`src/rtl/timer_meter_pkg.sv`:
```
// Shared types and helpers for the 555 out-pin pulse meter.
package timer_meter_pkg;

    // Default width of the high/low cycle counters.
    localparam int unsigned CNT_W_DEF = 24;

    // Measurement FSM encoding.
    typedef logic [1:0] meas_state_t;
    localparam meas_state_t IDLE   = 2'd0;
    localparam meas_state_t MEAS_H = 2'd1;
    localparam meas_state_t MEAS_L = 2'd2;
    localparam meas_state_t STUCK  = 2'd3;

    // Increment that stops at max_val instead of wrapping.
    function automatic logic [31:0] sat_inc(input logic [31:0] val, input logic [31:0] max_val);
        return (val >= max_val) ? max_val : val + 32'd1;
    endfunction

endpackage

```
`src/rtl/pulse_sync_filt.sv`:
```
// Out-pin synchroniser with optional glitch filter (enabled by PULSE_METER_FILT_EN).
module pulse_sync_filt #(
    parameter int unsigned SYNC_STAGES = 2,
    parameter int unsigned FILT_LEN    = 4
) (
    input  logic i_clk,
    input  logic i_reset_n,
    input  logic i_pin,
    output logic o_level
);

    logic [SYNC_STAGES-1:0] r_sync;
    logic                   w_sync;

    // Shift the asynchronous pin through the synchroniser chain.
    always_ff @(posedge i_clk) begin
        if (!i_reset_n) begin
            r_sync <= '0;
        end else begin
            r_sync <= {r_sync[SYNC_STAGES-2:0], i_pin};
        end
    end

    assign w_sync = r_sync[SYNC_STAGES-1];

`ifdef PULSE_METER_FILT_EN
    localparam int unsigned FCNT_W = (FILT_LEN > 1) ? $clog2(FILT_LEN) : 1;

    logic              r_filt;
    logic [FCNT_W-1:0] r_fcnt;
    logic              w_flip;

    // Flip on the FILT_LEN-th consecutive differing sample; passing it through combinationally
    // keeps the added latency at FILT_LEN-1 for both edges.
    assign w_flip  = (w_sync != r_filt) && (r_fcnt == FCNT_W'(FILT_LEN - 1));
    assign o_level = w_flip ? w_sync : r_filt;

    // Count consecutive samples that disagree with the accepted level.
    always_ff @(posedge i_clk) begin
        if (!i_reset_n) begin
            r_filt <= 1'b0;
            r_fcnt <= '0;
        end else if (w_sync == r_filt) begin
            r_fcnt <= '0;
        end else if (w_flip) begin
            r_filt <= w_sync;
            r_fcnt <= '0;
        end else begin
            r_fcnt <= r_fcnt + 1'b1;
        end
    end
`else
    logic w_filt_unused;

    assign w_filt_unused = (FILT_LEN == 0);
    assign o_level       = w_sync;
`endif

endmodule

```
`src/rtl/timer_pulse_meter.sv`:
```
// Measures high time and period of the 555 out pin in clk cycles, reports each completed
// period over valid/ready and flags a static pin. Build macro: PULSE_METER_FILT_EN.
module timer_pulse_meter
    import timer_meter_pkg::*;
#(
    parameter int unsigned CNT_W       = CNT_W_DEF,
    parameter int unsigned SYNC_STAGES = 2,
    parameter int unsigned FILT_LEN    = 4
) (
    input  logic             i_clk,
    input  logic             i_reset_n,
    input  logic             i_en,
    input  logic             i_pulse_in,
    input  logic             i_meas_ready,
    output logic             o_meas_valid,
    output logic [CNT_W-1:0] o_meas_high,
    output logic [CNT_W:0]   o_meas_period,
    output logic             o_meas_overrun,
    output logic             o_stuck
);

    localparam logic [CNT_W-1:0] CNT_MAX = '1;

    logic             w_s;
    logic             r_prev;
    logic             w_rise;
    logic             w_fall;
    meas_state_t      r_state;
    logic [CNT_W-1:0] r_hi_cnt;
    logic [CNT_W-1:0] r_lo_cnt;
    logic [CNT_W-1:0] w_hi_inc;
    logic [CNT_W-1:0] w_lo_inc;
    logic             r_stuck;
    logic             r_valid;
    logic [CNT_W-1:0] r_high;
    logic [CNT_W:0]   r_period;
    logic             r_overrun;
    logic             w_capture;
    logic             w_xfer;

    pulse_sync_filt #(
        .SYNC_STAGES (SYNC_STAGES),
        .FILT_LEN    (FILT_LEN)
    ) u_sync (
        .i_clk     (i_clk),
        .i_reset_n (i_reset_n),
        .i_pin     (i_pulse_in),
        .o_level   (w_s)
    );

    // Remember the previous clean level for edge detection.
    always_ff @(posedge i_clk) begin
        if (!i_reset_n) begin
            r_prev <= 1'b0;
        end else begin
            r_prev <= w_s;
        end
    end

    assign w_rise    = w_s & ~r_prev;
    assign w_fall    = ~w_s & r_prev;
    assign w_hi_inc  = CNT_W'(sat_inc(32'(r_hi_cnt), 32'(CNT_MAX)));
    assign w_lo_inc  = CNT_W'(sat_inc(32'(r_lo_cnt), 32'(CNT_MAX)));
    assign w_capture = i_en && (r_state == MEAS_L) && w_rise;
    assign w_xfer    = r_valid && i_meas_ready;

    // Measurement FSM: count high then low cycles, restart on every rise.
    always_ff @(posedge i_clk) begin
        if (!i_reset_n || !i_en) begin
            r_state  <= IDLE;
            r_hi_cnt <= '0;
            r_lo_cnt <= '0;
            r_stuck  <= 1'b0;
        end else begin
            case (r_state)
                IDLE: begin
                    if (w_rise) begin
                        r_state  <= MEAS_H;
                        r_hi_cnt <= CNT_W'(1);
                        r_lo_cnt <= '0;
                    end
                end
                MEAS_H: begin
                    if (w_fall) begin
                        r_state  <= MEAS_L;
                        r_lo_cnt <= CNT_W'(1);
                    end else begin
                        r_hi_cnt <= w_hi_inc;
                        if (w_hi_inc == CNT_MAX) begin
                            r_state <= STUCK;
                            r_stuck <= 1'b1;
                        end
                    end
                end
                MEAS_L: begin
                    if (w_rise) begin
                        // Back-to-back: this rise is the first high cycle of the next period.
                        r_state  <= MEAS_H;
                        r_hi_cnt <= CNT_W'(1);
                        r_lo_cnt <= '0;
                    end else begin
                        r_lo_cnt <= w_lo_inc;
                        if (w_lo_inc == CNT_MAX) begin
                            r_state <= STUCK;
                            r_stuck <= 1'b1;
                        end
                    end
                end
                STUCK: begin
                    if (w_rise) begin
                        r_state  <= MEAS_H;
                        r_hi_cnt <= CNT_W'(1);
                        r_lo_cnt <= '0;
                        r_stuck  <= 1'b0;
                    end
                end
                default: r_state <= IDLE;
            endcase
        end
    end

    // Result register and handshake; a capture while a result is still pending is dropped.
    always_ff @(posedge i_clk) begin
        if (!i_reset_n) begin
            r_valid   <= 1'b0;
            r_high    <= '0;
            r_period  <= '0;
            r_overrun <= 1'b0;
        end else if (w_capture && (!r_valid || w_xfer)) begin
            r_valid   <= 1'b1;
            r_high    <= r_hi_cnt;
            r_period  <= {1'b0, r_hi_cnt} + {1'b0, r_lo_cnt};
            r_overrun <= 1'b0;
        end else if (w_capture) begin
            r_overrun <= 1'b1;
        end else if (w_xfer) begin
            r_valid   <= 1'b0;
            r_overrun <= 1'b0;
        end
    end

    assign o_meas_valid   = r_valid;
    assign o_meas_high    = r_high;
    assign o_meas_period  = r_period;
    assign o_meas_overrun = r_overrun;
    assign o_stuck        = r_stuck;

endmodule
```
`config.mk`:
```
export PLATFORM = sky130hd
export DESIGN_NAME = timer_pulse_meter
export DESIGN_NICKNAME = d
export VERILOG_FILES = /design/src/rtl/timer_meter_pkg.sv /design/src/rtl/pulse_sync_filt.sv /design/src/rtl/timer_pulse_meter.sv
export SDC_FILE = /design/constraint.sdc
export NUM_CORES = 1
export LEC_CHECK = 0
export BUFFER_PORTS_ARGS = -buffer_cell sky130_fd_sc_hd__buf_2
export CAP_MARGIN = 20
export CORE_MARGIN = 4
export CORE_UTILIZATION = 55
export CTS_BUF_LIST = sky130_fd_sc_hd__clkbuf_16
export CTS_CLUSTER_SIZE = 16
export DETAILED_ROUTE_END_ITERATION = 16
export GPL_TIMING_DRIVEN = 0
export PLACE_DENSITY = 0.77
export SLEW_MARGIN = 30
export SYNTH_ARGS = -nofsm -noshare
export SYNTH_HDL_FRONTEND = slang
export SYNTH_SLANG_ARGS = --single-unit
```
`constraint.sdc`:
```
create_clock -name i_clk -period 2.6 [get_ports i_clk]
set_clock_uncertainty 0.1 [all_clocks]
set_input_delay 0.52 -clock i_clk [delete_from_list [all_inputs] [get_ports i_clk]]
set_output_delay 0.52 -clock i_clk [all_outputs]
set_load 0.005 [all_outputs]
```
Word-level counts from Yosys, hierarchy flattened
Cells that the tools add are included.

Add/sub/neg operators: 3. Bitwise operators: 5. Equality and inequality tests: 16. Reductions and logical operators: 21. Order comparisons: 2. Mux-type cells: 25.

Operator list (number): 2-to-1 mux 24 bit (7); case mux 24 bit (3 select lines) (1); adder 24 x 1 -> 24 bit, second input constant (2); == test 24 bit, second input constant (2); >= comparator 24 bit, second input constant (2); case mux 24 bit (2 select lines) (1); adder 24 x 24 -> 25 bit (1); 2-to-1 mux 2 bit (5); inequality test 2 bit, second input constant (5); 2-to-1 mux 1 bit (9); inequality test 2 x 1 -> 1 bit, second input constant (4); case mux 2 bit (3 select lines) (1); AND reduction 2 bit (3); AND reduction 6 bit (1); == test 2 bit, second input constant (2); logical AND 1 bit (4); nonzero test 2 bit (2); OR reduction 2 bit (2); zero test 1 bit (3); inequality test 3 x 2 -> 1 bit, second input constant (1); inequality test 3 bit, second input constant (1); inverter 1 bit (3); case mux 1 bit (3 select lines) (1); AND reduction 3 bit (1); 6 further kinds (8).

Output and inout port bits: 52. Flip-flop bits (word level): 105.

Logic depth before layout (Yosys ltp)
Gate-level depths: netlist (run 1).

Depth after elaboration: 6. Depth in mapped cells: 11. Mapped depth without buffers: 11.

Cells and area by module
A second synthesis (run 1) with hierarchy kept.

Cells, all modules: 858. Area, all modules: 6363.6 um2.

By module, submodules not included: timer_pulse_meter (times used 1, area each 6311.1 um2, cells each 854, seq. area each 2062.0 um2); pulse_sync_filt (times used 1, area each 52.6 um2, cells each 4, seq. area each 40.0 um2).

Worst setup path after synthesis (run 1)
Ideal clock, no wire load.

Path kind: register to register. From: register r_lo_cnt[0]. To: register r_period[24], in the netlist o_meas_period[24]. Required time: 2.414 ns. Stages on the path, launching flop included: 12. Path slack: -0.042 ns. Arrival time: 2.456 ns. Path through: dfxtp_1 -> ha_1 -> inv_1 -> fa_1 -> nor2b_1 -> o21a_1 -> o21ai_0 -> a211o_1 -> a21boi_0 -> o2111a_1 -> o211ai_1 -> a211oi_1.

Word-level cells in the longest chain between the ends: 1.

Ends and longest elaborated chain: from (decl) (line timer_pulse_meter.sv:30) `logic [CNT_W-1:0] r_lo_cnt;`; from (signal assigned) (line timer_pulse_meter.sv:102) `r_lo_cnt <= w_lo_inc;`; adder 24 x 24 -> 25 bit (line timer_pulse_meter.sv:132) `r_period <= {1'b0, r_hi_cnt} + {1'b0, r_lo_cnt};`; to (signal assigned) (line timer_pulse_meter.sv:132); to (decl) (line timer_pulse_meter.sv:36) `logic [CNT_W:0] r_period;`.

Every way passes these cells. A chain may end at the register's enable or synchronous reset.

Worst setup path in the final report (run 1)
From: register r_lo_cnt[0]. To: register r_state[1].

Word-level cells in the longest chain between the ends: 5.

Ends and longest elaborated chain: adder 24 x 1 -> 24 bit / >= comparator 24 bit (equally long branches) (line timer_meter_pkg.sv:16) `return (val >= max_val) ? max_val : val + 32'd1;`; 2-to-1 mux 24 bit * (line timer_meter_pkg.sv:16); == test 24 bit * (line timer_pulse_meter.sv:103) `if (w_lo_inc == CNT_MAX) begin`; inequality test 3 x 2 -> 1 bit (no line) *; AND reduction 3 bit (no line) *; to (signal assigned) (line timer_pulse_meter.sv:104) `r_state <= STUCK;`; to (signal assigned) (line timer_pulse_meter.sv:111) `r_state <= MEAS_H;`; to (signal assigned) (line timer_pulse_meter.sv:117) `default: r_state <= IDLE;`; to (decl) (line timer_pulse_meter.sv:28) `meas_state_t r_state;`.

Mark *: on every way between the ends. The rest lies on a longest branch, timed or not.

==> impl_metrics.toml, run 1 <==
[synth]
synth_edf_count = 0
synthesis.instances = 873
synth-async-reset-ratio = 0
syn-cell-area_sq_mm = 0.006436
synth_nets = 910
yosysWarnings = 0
yosysSeqAreaShare = 0.3266
synthFlopType = "dfxtp_1"
syn_area_per_cell_sq_um = 7.372
yosys_register_bits = 105
synthDistinctLibCells = 65

[finish]
fill_cells = 991
area_growth_pct = 19.91
layout.cells.non_filler = 1106
multiInputGateArea_sq_mm = 0.004380
insertedDiodeCount = 0
drive_gt1_frac = 0.1828
fin_area_sq_mm = 0.007717
num-nets-final = 995
regArea_sq_mm = 0.002151

[placed_design]
dp_cells = 1072
place_hpwl_mm = 14.62
finalWeightedCongestion = 0.9823
place_ws_ns = -0.6555
dpl-instance-area_sq_mm = 0.006895
io_buffer_count = 56

[setup_path]
cp_data_arrival_time_ns = 2.90
required_ns = 2.79
cp-end-kind = "flip-flop"
cp-start-kind = "flip-flop"
r2r_cells = 8
reg2reg_to = "r_state[1]"
path_class = "flip-flop to flip-flop"
cp_max_fo = 6
worstReg2RegStart = "r_lo_cnt[0]"
r2r_slack_ns = -0.11

[floorplanning]
die_h_um = 116.2
core_region_area_sq_mm = 0.01142
dieArea_sq_mm = 0.01350
num_rows = 39
initial_core_util = 0.5637
io_pins = 57
die_w_um = 116.2

[clocking]
postCtsHoldBufs = 0
clk_pin_slew_ns = 0.07
cts_num_sinks = 105
root_buffer = "clkbuf_16"
clockBufferDepth = 2
worstSkewPairLatency_ns = 0.37
htree_levels = 3
cts_tree = "yes"
cts_buffers = 9

[pwr]
p_per_area_mw_per_mm2 = 406.7
peakVddDrop_v = 0.0004064
total_leakage_power_nw = 2.857

[sta]
finalSetupTns_ns = -0.3121
setup_viol = 4
drv_slew = 0
fin_ws_ns = -0.1129
finalCritPeriodShare = 1.043
hold_slack_ns = 0.2496
rsz0062_at_grt = "yes"
final.min_clock_period_ns = 2.713
slew_headroom = 0.5182
max_freq_mhz = 368.6
final-hold-violation-count = 0
worstMarginPinSlew_ns = 0.7201

[routing]
drtPass1Iterations = 6
totalWireLength_mm = 21.10
vias_per_cell = 6.502
drc = 0
vias = 7191
wire_per_inst_um = 19.08
drt_iter0_markers = 1046
ant_nets = 0

[outcome]
status = "finished with violations"
violations = "negative setup slack"

[global_routing]
grt_use_total = 0.3087
antenna_found_initial = 0
grt_pass1_vias = 6303
grt_max_degree = 20
grt_pass1_wl_mm = 32.68
gr-total-overflow = 0

[min_path]
hold_start = "i_meas_ready"
whs_path_depth = 2
hold_class = "input port to flip-flop"
whs_endpoint = "o_meas_overrun"

[flow_run]
maxCapViolations = 0
==> cells in the final DEF, fill, tap and decap left out, drive strengths merged, types with 4 or more instances in the layout <==
| cell type | synthesis | routed |
|---|---|---|
| nand4b | 6 | 6 |
| o21ai | 87 | 87 |
| ha | 31 | 31 |
| xor2 | 5 | 5 |
| o21a | 8 | 8 |
| a41oi | 5 | 5 |
| nor2 | 64 | 64 |
| a311oi | 4 | 4 |
| o211ai | 9 | 9 |
| and2 | 10 | 10 |
| dfxtp | 105 | 105 |
| a21oi | 111 | 111 |
| or3 | 6 | 6 |
| buf | 5 | 81 |
| nor2b | 9 | 9 |
| a211oi | 18 | 18 |
| and4 | 4 | 4 |
| a21o | 11 | 11 |
| nor3 | 36 | 36 |
| inv | 16 | 20 |
| clkbuf | 45 | 52 |
| nand4 | 13 | 13 |
| nand2 | 122 | 122 |
| xnor2 | 14 | 14 |
| and3 | 14 | 14 |
| nand3 | 39 | 39 |
| a31oi | 10 | 10 |
| nor4 | 12 | 12 |
| o31ai | 4 | 4 |
| nand2b | 5 | 5 |
==> state kept, by name (all words and copies together), names as in the netlist <==
| signal | flops |
|---|---|
| o_meas_period | 25 |
| o_meas_valid | 1 |
| r_state | 2 |
| r_prev | 1 |
| u_sync.r_sync | 2 |
| o_stuck | 1 |
| r_hi_cnt | 24 |
| o_meas_high | 24 |
| r_lo_cnt | 24 |
| o_meas_overrun | 1 |
==> synthesized netlist by cell type, drive strengths merged, types with 10 or more instances <==
cell type  instances  share of area
nand3             39          0.031
a21o              11          0.013
ha                31          0.060
inv               16         0.0093
nand4             13          0.013
nand2            122          0.071
nor2              64          0.037
xnor2             14          0.019
o21ai             87          0.068
a21oi            111          0.086
dfxtp            105           0.33
nor4              12          0.013
a31oi             10         0.0097
and2              10         0.0097
clkbuf            45          0.026
and3              14          0.014
a211oi            18          0.022
nor3              36          0.029
==> how the worst max path moves through the flow <==
| stage | startpoint | endpoint |
|---|---|---|
| 6_report | r_lo_cnt[0] | r_state[1] |
| 5_1_grt | r_lo_cnt[17] | o_stuck |
| 4_1_cts | r_lo_cnt[0] | o_stuck |
| 3_5_place_dp | r_lo_cnt[0] | o_stuck |
| 3_3_place_gp | r_lo_cnt[0] | r_state[0] |
| 2_1_floorplan | r_lo_cnt[0] | o_stuck |
==> cell families (layout without fill, tap and decap cells) <==
kind of cell | Yosys count | after routing | synth area share
xor gates and xnor gates | 19 | 19 | 0.02586
buffers and inverters | 67 | 157 | 0.03966
DFF | 105 | 105 | 0.3266
AOI/OAI and AO/OA | 295 | 295 | 0.2751
and+or+nand+nor | 353 | 353 | 0.2663
muxes | 2 | 2 | 0.003111
adders and majority gates | 32 | 32 | 0.06337
==> critical path: stages, from the launching register on <==
cell,delay (ns)
dfxtp_4,0.43
nand2_1,0.16
or4_4,0.52
or3_4,0.35
a211oi_2,0.28
nand3_1,0.14
o31ai_1,0.30
o21ai_1,0.17
a211oi_2,0.19
==> power by group <==
part / total [mW] / internal, mW / switching, mW
Sequential: 1.61 / 1.60 / 0.00819
Clock: 1.36 / 0.671 / 0.693
Combinational: 0.163 / 0.0448 / 0.118
==> final cells by class <==
cell class / count / area share
Clock inverter: 7 / 0.008268
Timing Repair Buffer: 76 / 0.05577
Buffer: 48 / 0.02902
Multi-Input combinational cell: 701 / 0.5676
Clock buffer: 9 / 0.02918
Tap cell: 143 / 0.02318
Inverter: 17 / 0.008268
Sequential cell: 105 / 0.2787
==> per-stage QoR <==
step,util,power [mW]
after floorplan,-,1.752
after CTS,0.6586,3.134
after global placement,0.6039,1.801
final,0.6759,3.138
after global routing,0.6759,3.239
after detailed placement,0.6039,1.803
==> layer usage <==
layer | wire length (um) | global-route usage | up-vias
met5 | 0 | 0 | -
met4 | 692 | 0.1191 | 0
met3 | 2123 | 0.05596 | 70
met2 | 9261 | 0.4699 | 408
met1 | 9026 | 0.4357 | 3325
li1 | - | - | 3388
==> repair_timing <==
item,in CTS,in global routing
setup buffers,13,7
resized for setup,77,44
pin swaps,13,14
setup endpoints to repair,64,53
Power figures use the tool's default switching activity.
==> inputs of run 2 (changes only) <==
--- a/config.mk
+++ b/config.mk
@@ -7,13 +7,15 @@
 export LEC_CHECK = 0
 export BUFFER_PORTS_ARGS = -buffer_cell sky130_fd_sc_hd__buf_2
 export CAP_MARGIN = 20
+export CELL_PAD_IN_SITES_DETAIL_PLACEMENT = 1
+export CELL_PAD_IN_SITES_GLOBAL_PLACEMENT = 1
 export CORE_MARGIN = 4
-export CORE_UTILIZATION = 55
+export CORE_UTILIZATION = 40
 export CTS_BUF_LIST = sky130_fd_sc_hd__clkbuf_16
 export CTS_CLUSTER_SIZE = 16
 export DETAILED_ROUTE_END_ITERATION = 16
 export GPL_TIMING_DRIVEN = 0
-export PLACE_DENSITY = 0.77
+export PLACE_DENSITY_LB_ADDON = 0.1
 export SLEW_MARGIN = 30
 export SYNTH_ARGS = -nofsm -noshare
 export SYNTH_HDL_FRONTEND = slang
==> run 2 against run 1 <==
The run still ends with negative setup slack left. Final cell count up 8.1%. Non-clock buffer count up 16. First-iteration DRC count down 43%. Routed wire length up 23%. Global-route usage down 3.0 points. Clock power up 8%. Via count up 0.68%.
==> impl_metrics.toml, run 2 (synthesis results as in run 1) <==
[clocking]
cts_buffers = 9
worstSkewPairLatency_ns = 0.37
clk_pin_slew_ns = 0.08
root_buffer = "clkbuf_16"
cts_tree = "yes"
clockBufferDepth = 2
cts_num_sinks = 105
htree_levels = 3
postCtsHoldBufs = 0

[global_routing]
grt_pass1_wl_mm = 40.02
grt_max_degree = 23
antenna_found_initial = 0
grt_use_total = 0.2790
gr-total-overflow = 0
grt_pass1_vias = 7202

[setup_path]
path_class = "flip-flop to flip-flop"
cp_data_arrival_time_ns = 2.86
cp-start-kind = "flip-flop"
cp-end-kind = "flip-flop"
required_ns = 2.73
cp_max_fo = 6

[finish]
largest_reg_flops = 25
final_common_cell = "nand2_1"
final_cell_mix = "119 x nand2_1, 109 x a21oi_1, 81 x dfxtp_1"
layout.cells.non_filler = 1196
num-nets-final = 1011
drive_gt1_frac = 0.2135
final_core_util = 0.5091
area_growth_pct = 25.19

[sta]
final.min_clock_period_ns = 2.736
hold_slack_ns = 0.2550
rsz0062_at_grt = "yes"
worstMarginPinSlew_ns = 0.7716
max_freq_mhz = 365.4
drv_slew = 0
setup_viol = 6
final-hold-violation-count = 0
slew_headroom = 0.4856
fin_ws_ns = -0.1364
finalCritPeriodShare = 1.052

[placed_design]
finalWeightedCongestion = 0.9265
place_hpwl_mm = 18.86
io_buffer_count = 56
place_ws_ns = -0.7762
dp_cells = 1145

[floorplanning]
num_rows = 46
die_h_um = 134.9
initial_core_util = 0.4066
dieArea_sq_mm = 0.01818
core_region_area_sq_mm = 0.01583
die_w_um = 134.9
io_pins = 57

[outcome]
violations = "negative setup slack"
status = "finished with violations"

[pwr]
total_leakage_power_nw = 2.998
peakVddDrop_v = 0.0002913
p_per_area_mw_per_mm2 = 403.0
power_mw = 3.247

[routing]
maxUsedRoutingLayer = "met4"
vias_per_cell = 6.054
wl_met1_mm = 11.78
wl_met2_mm = 11.91
drt_iter0_markers = 598
vias = 7240
ant_nets = 0
totalWireLength_mm = 25.99
drtPass1Iterations = 5
drc = 0
wire_per_inst_um = 21.73
met3_wirelength_mm = 1.685

[flow_run]
maxCapViolations = 0

[min_path]
hold_class = "input port to flip-flop"
run 2: worst max-delay path: stages, from the launching register on:
cell and delay (ns):
dfxtp_4 0.43, nand2_2 0.11, or4_4 0.50, or3_4 0.36, a211oi_4 0.31, a31oi_2 0.17, o41ai_4 0.34, and3_1 0.23
nor3_2 0.04
run 2: what timing repair did:
item                                    CTS  global route
setup buffers                            25            11
resized for setup                       104            46
endpoints found under the setup margin   69            59
pin swaps                                19            17
run 2: final cells by class:
class                           count  area, sq um
Multi-Input combinational cell    701         4441
Clock buffer                        9        225.2
Clock inverter                      7        93.84
Antenna cell                        1        2.502
Inverter                           17        63.81
Tap cell                          216        270.3
Fill cell                        2001         7770
Buffer                             48        234.0
Timing Repair Buffer               92        563.0
Sequential cell                   105         2165
run 2: through the flow:
stage	TNS [ns]	instance area (sq um)
6_report	-0.4516	8058
5_1_grt	-1.080	8055
4_1_cts	-0.1324	7826
3_5_place_dp	-23.91	6987
3_3_place_gp	-20.10	6987
2_1_floorplan	0	6436
run 2: worst paths after layout:
path                                        from                to  slack (ns)  cells past startpoint
worst max-delay path                 r_lo_cnt[1]           o_stuck       -0.14                      8
worst min-delay path                i_meas_ready    o_meas_overrun        0.26                      2
worst max register to register       r_lo_cnt[1]           o_stuck       -0.14                      8
worst min register to register  o_meas_period[9]  o_meas_period[9]        0.35                      2
run 2: layer usage:
metal	global-route usage	vias to the layer above
met5	0	-
met3	0.05663	39
met2	0.4430	241
met1	0.3838	3547
met4	0.08371	0
li1	-	3413
run 2: where the power goes:
group	leakage (nW)	internal, mW	total [mW]	switching (mW)
logic	1.98	0.0479	0.173	0.125
registers	0.862	1.60	1.61	0.00816
clock network	0.154	0.699	1.47	0.768
